[src/rtl/slave_in_port_burst.sv]
// ---------------------------------------------------------------------------
// slave_in_port_burst
//
// Serial slave input port of the system bus with burst support. A request
// arrives over three LSB-first serial lines (address, write data, burst
// length). The port expands each burst into one request per beat with an
// auto-incrementing address. Beats leave through a one-entry valid/ready
// buffer. While that buffer is full, the port holds off the master one bit at
// a time. If the master stalls for too long mid-transfer, the transfer is
// aborted.
//
// Ports:
//   clk, reset_n         rising-edge clock, asynchronous active-low reset
//   master_valid         master presents a bit this cycle
//   read_en, write_en    request type, sampled only on the start handshake
//   rx_address/data/burst serial address, write data and burst length
//   slave_ready          port accepts a bit this cycle
//   out_valid/out_ready  output buffer handshake
//   out_address/data     beat address and write data (data is 0 for reads)
//   out_write, out_last  beat direction and final-beat marker
//   rx_done              pulse when the final beat is taken downstream
//   rx_err               pulse when a stalled transfer is aborted
// ---------------------------------------------------------------------------
module slave_in_port_burst #(
    parameter int ADDR_W  = 12,
    parameter int DATA_W  = 8,
    parameter int BURST_W = 12,
    parameter int TIMEOUT = 15
) (
    input  logic              clk,
    input  logic              reset_n,
    input  logic              master_valid,
    input  logic              read_en,
    input  logic              write_en,
    input  logic              rx_address,
    input  logic              rx_data,
    input  logic              rx_burst,
    output logic              slave_ready,
    output logic              out_valid,
    input  logic              out_ready,
    output logic [ADDR_W-1:0] out_address,
    output logic [DATA_W-1:0] out_data,
    output logic              out_write,
    output logic              out_last,
    output logic              rx_done,
    output logic              rx_err
);

    localparam int BC_W = $clog2(ADDR_W + 1);
    localparam int DC_W = $clog2(DATA_W + 1);
    localparam int TC_W = $clog2(TIMEOUT + 1);

    localparam logic [BC_W-1:0] HDR_LAST  = BC_W'(ADDR_W - 1);
    localparam logic [BC_W-1:0] BURST_LIM = BC_W'(BURST_W);
    localparam logic [DC_W-1:0] DATA_LAST = DC_W'(DATA_W - 1);
    localparam logic [TC_W-1:0] TO_LAST   = TC_W'(TIMEOUT - 1);

    localparam logic [1:0] S_IDLE   = 2'd0;
    localparam logic [1:0] S_HDR    = 2'd1;
    localparam logic [1:0] S_WDATA  = 2'd2;
    localparam logic [1:0] S_RISSUE = 2'd3;

    // Transfer state
    logic [1:0]         r_state;
    logic               r_write;
    logic [BC_W-1:0]    r_bitCnt;
    logic [ADDR_W-1:0]  r_addr;
    logic [BURST_W-1:0] r_burst;
    logic [BURST_W-1:0] r_beatCnt;
    logic [DATA_W-1:0]  r_data;
    logic [DC_W-1:0]    r_dataCnt;
    logic [TC_W-1:0]    r_toCnt;
    logic               r_err;

    // Output buffer
    logic               r_outValid;
    logic [ADDR_W-1:0]  r_outAddr;
    logic [DATA_W-1:0]  r_outData;
    logic               r_outWrite;
    logic               r_outLast;

    // Combinational helpers
    logic               w_bufFree;
    logic               w_slaveReady;
    logic               w_accept;
    logic               w_handshake;
    logic               w_hdrBit;
    logic               w_hdrLast;
    logic               w_modeWrite;
    logic [ADDR_W-1:0]  w_addrShift;
    logic [BURST_W-1:0] w_burstShift;
    logic [BURST_W-1:0] w_burstKeep;
    logic [DATA_W-1:0]  w_dataShift;
    logic               w_dataLastBit;
    logic               w_readFirst;
    logic               w_issue;
    logic [ADDR_W-1:0]  w_curAddr;
    logic [BURST_W-1:0] w_curCnt;
    logic               w_issueLast;
    logic               w_timeout;

    // Next-state values
    logic [1:0]         w_stateNxt;
    logic               w_writeNxt;
    logic [BC_W-1:0]    w_bitCntNxt;
    logic [ADDR_W-1:0]  w_addrNxt;
    logic [BURST_W-1:0] w_burstNxt;
    logic [BURST_W-1:0] w_beatCntNxt;
    logic [DATA_W-1:0]  w_dataNxt;
    logic [DC_W-1:0]    w_dataCntNxt;
    logic [TC_W-1:0]    w_toCntNxt;

    // The buffer can take a new beat when it is empty or is being drained
    // this very cycle. In WDATA this gates slave_ready, so a finished data
    // word can always land in the buffer.
    always_comb begin
        w_bufFree = !r_outValid || out_ready;
        case (r_state)
            S_IDLE, S_HDR: w_slaveReady = 1'b1;
            S_WDATA:       w_slaveReady = w_bufFree;
            default:       w_slaveReady = 1'b0;
        endcase
    end

    // Bit acceptance and header decode. The handshake cycle already carries
    // header bit 0, so IDLE and HDR share the same shift path. Address and
    // data shift in from the top, which leaves LSB-first streams in place.
    always_comb begin
        w_accept      = master_valid && w_slaveReady;
        w_handshake   = (r_state == S_IDLE) && w_accept && (read_en ^ write_en);
        w_hdrBit      = w_handshake || ((r_state == S_HDR) && w_accept);
        w_hdrLast     = w_hdrBit && (r_bitCnt == HDR_LAST);
        w_modeWrite   = (r_state == S_IDLE) ? write_en : r_write;
        w_addrShift   = ADDR_W'({rx_address, r_addr} >> 1);
        w_burstShift  = BURST_W'({rx_burst, r_burst} >> 1);
        w_burstKeep   = (r_bitCnt < BURST_LIM) ? w_burstShift : r_burst;
        w_dataShift   = DATA_W'({rx_data, r_data} >> 1);
        w_dataLastBit = (r_state == S_WDATA) && w_accept && (r_dataCnt == DATA_LAST);
        w_timeout     = ((r_state == S_HDR) || (r_state == S_WDATA)) && !master_valid
                        && (r_toCnt == TO_LAST);
    end

    // Beat issue. A read issues its first beat on the same edge as the last
    // address bit when the buffer allows it, so the first read beat shows up
    // right after the header. The address and remaining count for that beat
    // come from the values being completed on this edge.
    always_comb begin
        w_readFirst = w_hdrLast && !w_modeWrite && w_bufFree;
        w_issue     = w_dataLastBit || w_readFirst || ((r_state == S_RISSUE) && w_bufFree);
        w_curAddr   = w_hdrLast ? w_addrShift : r_addr;
        w_curCnt    = w_hdrLast ? w_burstKeep : r_beatCnt;
        w_issueLast = (w_curCnt == '0);
    end

    // Transfer sequencing. Later assignments take priority. A beat issue
    // overrides the header-exit target when the burst is done. A timeout
    // overrides everything, because it can only happen in a cycle with no
    // accepted bit.
    always_comb begin
        w_stateNxt   = r_state;
        w_writeNxt   = r_write;
        w_bitCntNxt  = r_bitCnt;
        w_addrNxt    = r_addr;
        w_burstNxt   = r_burst;
        w_beatCntNxt = r_beatCnt;
        w_dataNxt    = r_data;
        w_dataCntNxt = r_dataCnt;
        w_toCntNxt   = '0;

        if ((r_state == S_HDR) || (r_state == S_WDATA)) begin
            w_toCntNxt = master_valid ? '0 : (r_toCnt + TC_W'(1));
        end

        if (w_handshake) begin
            w_writeNxt = write_en;
        end

        if (w_hdrBit) begin
            w_addrNxt   = w_addrShift;
            w_burstNxt  = w_burstKeep;
            w_bitCntNxt = r_bitCnt + BC_W'(1);
            w_stateNxt  = S_HDR;
        end

        if (w_hdrLast) begin
            w_bitCntNxt  = '0;
            w_beatCntNxt = w_burstKeep;
            w_stateNxt   = w_modeWrite ? S_WDATA : S_RISSUE;
        end

        if ((r_state == S_WDATA) && w_accept) begin
            w_dataNxt    = w_dataShift;
            w_dataCntNxt = r_dataCnt + DC_W'(1);
        end

        if (w_dataLastBit) begin
            w_dataCntNxt = '0;
        end

        if (w_issue) begin
            if (w_issueLast) begin
                w_stateNxt = S_IDLE;
            end else begin
                w_beatCntNxt = w_curCnt - BURST_W'(1);
                w_addrNxt    = w_curAddr + ADDR_W'(1);
            end
        end

        if (w_timeout) begin
            w_stateNxt   = S_IDLE;
            w_bitCntNxt  = '0;
            w_dataCntNxt = '0;
            w_toCntNxt   = '0;
        end
    end

    // Transfer state registers
    always_ff @(posedge clk or negedge reset_n) begin
        if (!reset_n) begin
            r_state   <= S_IDLE;
            r_write   <= 1'b0;
            r_bitCnt  <= '0;
            r_addr    <= '0;
            r_burst   <= '0;
            r_beatCnt <= '0;
            r_data    <= '0;
            r_dataCnt <= '0;
            r_toCnt   <= '0;
            r_err     <= 1'b0;
        end else begin
            r_state   <= w_stateNxt;
            r_write   <= w_writeNxt;
            r_bitCnt  <= w_bitCntNxt;
            r_addr    <= w_addrNxt;
            r_burst   <= w_burstNxt;
            r_beatCnt <= w_beatCntNxt;
            r_data    <= w_dataNxt;
            r_dataCnt <= w_dataCntNxt;
            r_toCnt   <= w_toCntNxt;
            r_err     <= w_timeout;
        end
    end

    // Output buffer. A load in the same cycle as a drain simply replaces the
    // entry. Fields are left untouched after a drain. A timeout does not
    // touch a beat that is already buffered.
    always_ff @(posedge clk or negedge reset_n) begin
        if (!reset_n) begin
            r_outValid <= 1'b0;
            r_outAddr  <= '0;
            r_outData  <= '0;
            r_outWrite <= 1'b0;
            r_outLast  <= 1'b0;
        end else if (w_issue) begin
            r_outValid <= 1'b1;
            r_outAddr  <= w_curAddr;
            r_outData  <= w_dataLastBit ? w_dataShift : '0;
            r_outWrite <= w_dataLastBit;
            r_outLast  <= w_issueLast;
        end else if (r_outValid && out_ready) begin
            r_outValid <= 1'b0;
        end
    end

    assign slave_ready = w_slaveReady;
    assign out_valid   = r_outValid;
    assign out_address = r_outAddr;
    assign out_data    = r_outData;
    assign out_write   = r_outWrite;
    assign out_last    = r_outLast;
    assign rx_done     = r_outValid && out_ready && r_outLast;
    assign rx_err      = r_err;

endmodule
[config.mk]
export PLATFORM = sky130hd
export DESIGN_NAME = slave_in_port_burst
export DESIGN_NICKNAME = d
export VERILOG_FILES = /design/src/rtl/slave_in_port_burst.sv
export SDC_FILE = /design/constraint.sdc
export NUM_CORES = 1
export LEC_CHECK = 0
export ABC_CLOCK_PERIOD_IN_PS = 3800
export BUFFER_PORTS_ARGS = -buffer_cell sky130_fd_sc_hd__buf_2
export CORE_MARGIN = 2
export CORE_UTILIZATION = 40
export DETAILED_ROUTE_END_ITERATION = 8
export PLACE_DENSITY = 0.55
export SYNTH_ARGS = -nofsm -noshare
export SYNTH_HDL_FRONTEND = slang
export SYNTH_SLANG_ARGS = --single-unit
[constraint.sdc]
create_clock -name clk -period 3.8 [get_ports clk]
set_input_delay 0.38 -clock clk [delete_from_list [all_inputs] [get_ports clk]]
set_output_delay 0.38 -clock clk [all_outputs]
set_load 0.02 [all_outputs]
# ---- Word-level counts from Yosys, hierarchy flattened
# Index checks and enable logic that the tools add are counted.
dict set report word_totals {
  out_inout_bits 26
  regBits 83
  word_cells 84
  input_bits 9
}
dict set report op_classes {
  bitwise_logic 1
  n_lt_le_gt_ge 1
  n_mux 28
  addsub 5
  n_reduce_logical 28
  n_eq_ne 6
}
# operator count
set ops {}
lappend ops {{$mux 12} 8}
lappend ops {{$mux 4} 9}
lappend ops {{$logic_and 1x1->1} 14}
lappend ops {{$add 12x1->12 const B} 1}
lappend ops {{$add 4x1->4 const B} 3}
lappend ops {{$logic_not 12->1} 1}
lappend ops {{$sub 12x1->12 const B} 1}
lappend ops {{$mux 2} 5}
lappend ops {{$eq 4x4->1 const B} 2}
lappend ops {{$mux 8} 1}
lappend ops {{$reduce_bool 3->1} 2}
lappend ops {{$logic_or 1x1->1} 5}
lappend ops {{$eq 2x2->1 const B} 2}
lappend ops {{$eq 4x3->1 const B} 1}
lappend ops {{$lt 4x4->1 const B} 1}
lappend ops {{$mux 1} 4}
lappend ops {{$logic_not 1->1} 3}
lappend ops {{$eq 2x1->1 const B} 1}
lappend ops {{$logic_not 2->1} 1}
lappend ops {{$pmux 1 s2} 1}
lappend ops {{$reduce_bool 2->1} 1}
lappend ops {{$reduce_or 2->1} 1}
lappend ops {{$xor 1x1->1} 1}

# ---- Logic depth before layout (Yosys ltp)
dict set report logic_depth {
  depth_word 14
  ltp_mapped 17
  ltp_nobuf 15
}

# ---- Worst setup path after synthesis
# No wires, ideal clock.
dict set report synth_timing {
  kind {register to register}
  startpoint {register r_state[0]}
  endpoint {register r_addr[10]}
  arrival_ps 2971
  path_slack_ps 698
  required_ps 3669
  period_less_slack_ps 3102
  n_path_buf 2
  path_stages_with_launch 16
  setup_time_ps 131
  cell_sequence {dfrtp_1 ha_1 and3b_1 a31oi_2 nor2_2 clkbuf_1 clkbuf_1 nand2_1 nand2_1 ha_1 nand3_1 nor2_1 a21oi_1 a21oi_1 nor2_1 or3_1}
}
dict set report synth_via {
  elab_cells_between_ends 28
  cone_classes {add/sub (1); eq/ne (3); mux (7); reduce/logical (17)}
}
# element line
set synth_lines {}
lappend synth_lines {{start: declaration} 64} ;# logic [1:0] r_state;
lappend synth_lines {{start signal: assignment} 231} ;# r_state <= w_stateNxt;
lappend synth_lines {{$eq 2x1->1 or $logic_not 2->1 (tied branches)} {118, 131, 130}}
lappend synth_lines {{$reduce_or 2->1} 118} ;# case (r_state)
lappend synth_lines {{$pmux 1 s2} 118}
lappend synth_lines {{$logic_and 1x1->1} 129} ;# w_accept = master_valid && w_slaveReady;
lappend synth_lines {{$logic_and 1x1->1 (2 in series)} 130} ;# w_handshake = (r_state == S_IDLE) && w_accept && (read_en ^ write_en);
lappend synth_lines {{$logic_or 1x1->1 (*)} 131} ;# w_hdrBit = w_handshake || ((r_state == S_HDR) && w_accept);
lappend synth_lines {{$logic_and 1x1->1 (*)} 132} ;# w_hdrLast = w_hdrBit && (r_bitCnt == HDR_LAST);
lappend synth_lines {{$mux 12 (*)} 150} ;# w_curAddr = w_hdrLast ? w_addrShift : r_addr;
lappend synth_lines {{via w_curAddr[1]} 97} ;# logic [ADDR_W-1:0] w_curAddr;
lappend synth_lines {{$add 12x1->12 (*)} 205} ;# w_addrNxt = w_curAddr + ADDR_W'(1);
lappend synth_lines {{$mux 12 (*)} 201} ;# if (w_issueLast) begin
lappend synth_lines {{$mux 12 (*)} 200} ;# if (w_issue) begin
lappend synth_lines {{via w_addrNxt[10]} 106} ;# logic [ADDR_W-1:0] w_addrNxt;
lappend synth_lines {{end signal: assignment} 234} ;# r_addr <= w_addrNxt;
lappend synth_lines {{end: declaration} 67} ;# logic [ADDR_W-1:0] r_addr;
# Mark *: on every way through the listed nets, which the timed path passes. The rest lies on a longest branch.
# A chain may end at the register's enable or synchronous reset.

# ---- Final worst setup path
dict set report layout_timing {
  startpoint {register r_state[1]}
  endpoint {register r_addr[10]}
}
# Same word-level chain as after synthesis.

==> run summary <==
The placed wire-length estimate after detailed placement is around 6800 microns. The share of layout cells above drive strength 1 is between 10% and 20%. The launching element type of the critical path is a flip-flop. The number of design-rule violations left by the first detailed-router iteration is slightly below 200. Overall power consumption after layout is estimated at between 3000 and 4000 uW. Synthesis produced a netlist whose cell count is between 400 and 500. The clock reaches the later pin of the worst-skew pair after between 0.3 and 0.4 ns.

The kind of end point of the critical path is a flip-flop. The number of antenna violations at the first check in global routing is 0. Clock-pin slew was measured on the worst setup and hold paths at 0.09 ns. Routability-driven placement finished with a final weighted congestion of approximately 0.84. The worst-case headroom to the max-slew limit is 30.7%.

The number of hold violations in the final report is 0. Entering global routing, the biggest net connects 82 pins. Clock tree synthesis selected as its root buffer the cell sky130_fd_sc_hd__clkbuf_8.

The core region is around 11000 sq um. The share of flip-flops with an asynchronous set or reset after synthesis came out at between 90% and 100%. The I/O pin count is 35.

The number of rows created at floorplan came out at 38. The endpoint identified for the worst register-to-register timing path is r_addr[10]. The endpoint required time on the critical path came out at a little over 4 ns. Global routing used approximately a fifth of the available tracks across all layers. The power density relative to cell area came out at roughly 700 nW/um^2.

The wire length of the first global-routing pass came out at about 17000 microns. In this run, post-CTS repair resized a total of 0 instances. The arrival time at the worst endpoint is 3.45 ns.

Counting instances in the post-synthesis netlist gives the leading cell types as sky130_fd_sc_hd__dfrtp_1, sky130_fd_sc_hd__nand2_1, sky130_fd_sc_hd__nor2_1. The yosys synthesis warning count is 0. The number of hold buffers added after CTS came out at 0. The die is 109 microns tall. Ranked by total cell area, the synthesized netlist is headed by sky130_fd_sc_hd__dfrtp_1, sky130_fd_sc_hd__nand2_1, sky130_fd_sc_hd__mux2_2, sky130_fd_sc_hd__a21oi_1, sky130_fd_sc_hd__a31oi_1.

The setup slack on the worst flop-to-flop path is ~0.60 ns. The smallest clock period supported by the final layout is computed as about 3.2 ns. The number of enable flip-flop cells after synthesis is 0. The number of nets at the end of the flow came out at around 500.

The most common cell in the netlist is sky130_fd_sc_hd__dfrtp_1. The count of different cell masters after synthesis is 57. The sequential-to-total area share from yosys stat is a little under half. In this run, synthesis produced a sequential element count of slightly above 80.

The wire length per cell is about 16 microns. The max-slew violation total from the final report was 0. sky130_fd_sc_hd__dfrtp_1 takes more of the synthesized area than any other cell. For this run, design rule violations remaining after detail routing come to 0. Across the routed clock network, the largest skew measured is approximately 0.011 ns. The number of inserted diodes came out at 0. For this design the static power due to leakage is roughly 0.0022 uW. The number of cells on the worst reg-to-reg path came out at 15. Setup repair after global routing left no endpoint under its margin. The maximum fanout encountered on the critical timing path came out at 19. The mapped netlist covers 4400 sq um. The quantity of I/O buffers inserted on ports came out at 34. The highest achievable clock rate is around 310 MHz. The initial utilization of the core area, before any placement, comes to a little over 40%.

The count of endpoints failing setup in the final report is 0. The post-CTS setup buffer count came out at 0. The floorplan step defined a die boundary enclosing ~12000 sq um. The post-synthesis to final-layout area growth came out at 10.7%.

In the routed layout, each cell is associated on average with a via count of between 5 and 6. The total congestion overflow after global routing came out at 0. The first-pass iteration count of the detailed router is 4. In the final timing run, aggregate negative setup slack is 0 ns. TritonCTS built the clock tree. The post-route antenna net violation count came out at 0.

The wire length after detailed routing came out at 10100 microns. The source of the worst register-to-register timing path is r_state[1]. In this run the biggest area consumer among cell types represents 46.0% of the synthesized area. The most used flip-flop cell after synthesis is sky130_fd_sc_hd__dfrtp_1.

The clock net in this run drives a total of 81 sinks. The via count of the first global-routing pass was 3413. The average size of a mapped cell came out at 9.39 sq um.

The tightest min-delay check is of the input pin to async pin type. The tool flagged a number of max-cap violations equal to 0. The setup path with the least slack is of type flip-flop to flip-flop. The maximum vdd ir drop came out at approximately 0.00025 V.

When the netlist entered floorplanning its net count stood at roughly 490. The total via count after detailed routing came out at approximately 3500. The TritonCTS buffer count came out at 9. The worst-case clock buffer depth came out at 2. The transition time of the tightest slew-check pin is 1.04 ns.

The period utilization came out at between 80% and 90%. The die width is approximately 110 microns. The number of H-tree branching levels came out at 3.

The flow ran to the end, and the final reports show no timing, DRC or antenna violations.
## kinds of logic (layout without fill, tap and decap cells)
family                     after synthesis  after routing  share of synthesized area [%]
AOI/OAI and AO/OA                      104            104                           15.5
xor gates and xnor gates                19             19                           3.78
adders and majority gates               10             10                           2.84
buffers and inverters                   40             69                           4.06
DFF                                     81             81                           46.0
muxes                                   33             33                           8.10
and+or+nand+nor                        182            182                           19.7
## where the power goes
part           leakage (uW)  internal (uW)  switching [uW]  total (uW)
Combinational       0.00110            524             737        1260
Clock             0.0000868            306             322         628
Sequential          0.00102           1160             355        1510
Total               0.00220           1990            1410        3400
## placed cells by master, fill, tap and decap left out, drive strengths merged, types with 6 or more instances in the layout
| cell | synthesis | layout |
|---|---|---|
| a21oi | 29 | 29 |
| a22o | 8 | 8 |
| a31oi | 24 | 24 |
| buf | 11 | 45 |
| clkbuf | 21 | 12 |
| dfrtp | 81 | 81 |
| ha | 10 | 10 |
| inv | 8 | 8 |
| mux2 | 18 | 18 |
| mux2i | 15 | 15 |
| nand2 | 74 | 74 |
| nand3 | 26 | 26 |
| nor2 | 31 | 31 |
| nor3 | 10 | 10 |
| nor4 | 8 | 8 |
| o21ai | 18 | 18 |
| or3 | 6 | 6 |
| xnor2 | 7 | 7 |
| xor2 | 12 | 12 |
## routing by layer
layer  track usage [%]  wire [microns]  vias to the layer above
li1                  -               -                     1723
met1              26.8            5110                     1716
met2              28.5            4560                       58
met3              3.05             279                       11
met4              7.78             199                        0
met5                 0               0                        -
## area by class of cell
class	count	area (sq um)
Tap cell	140	175
Clock inverter	4	53.8
Sequential cell	81	2030
Multi-Input combinational cell	348	2200
Inverter	8	30.0
Fill cell	1065	5920
Clock buffer	12	135
Timing Repair Buffer	45	255
## flip-flops by register name, summed over array words and instances (netlist names)
register and flops:
out_data 8, r_data 7, rx_err 1, r_state 2, r_toCnt 4, r_beatCnt 12, out_valid 1, r_addr 12
r_write 1, out_last 1, r_burst 11, r_bitCnt 4, out_write 1, r_dataCnt 4, out_address 12
## worst max-delay path by stage
| stage | to | depth (start not counted) | from |
|---|---|---|---|
| 6_report | r_addr[10] | 15 | r_state[1] |
| 5_1_grt | r_addr[10] | 15 | r_state[1] |
| 4_1_cts | r_addr[10] | 15 | r_state[1] |
| 3_5_place_dp | r_addr[10] | 15 | r_state[1] |
| 3_3_place_gp | r_addr[10] | 15 | r_state[1] |
| 2_1_floorplan | r_addr[10] | 15 | r_state[0] |
## critical path, stage by stage (launching register included)
cell and delay [ns]:
sky130_fd_sc_hd__dfrtp_1 0.40, sky130_fd_sc_hd__inv_1 0.08, sky130_fd_sc_hd__ha_1 0.19, sky130_fd_sc_hd__and3b_1 0.20
sky130_fd_sc_hd__a31o_2 0.23, sky130_fd_sc_hd__nand2_2 0.11, sky130_fd_sc_hd__buf_4 0.25, sky130_fd_sc_hd__nand2_1 0.20
sky130_fd_sc_hd__nand2_1 0.13, sky130_fd_sc_hd__ha_1 0.30, sky130_fd_sc_hd__nand3_1 0.13, sky130_fd_sc_hd__nor2_1 0.20
sky130_fd_sc_hd__a21oi_1 0.09, sky130_fd_sc_hd__a21oi_1 0.13, sky130_fd_sc_hd__nor2_1 0.05, sky130_fd_sc_hd__or3_1 0.36
## through the flow
step / std cells / utilization, % / worst slack (ns) / hold slack, ns / instance area, sq um
6_report: 638 / 45.2 / 0.603 / 0.144 / 4870
5_1_grt: 638 / 45.2 / 0.323 / 0.257 / 4870
4_1_cts: 638 / 45.2 / 0.620 / 0.229 / 4870
3_5_place_dp: 622 / 43.4 / 0.642 / 0.479 / 4690
3_3_place_gp: 622 / 43.4 / 0.749 / 0.474 / 4690
2_1_floorplan: 469 / - / 0.698 / 0.0844 / 4400
(Power assumes the default switching activity.)
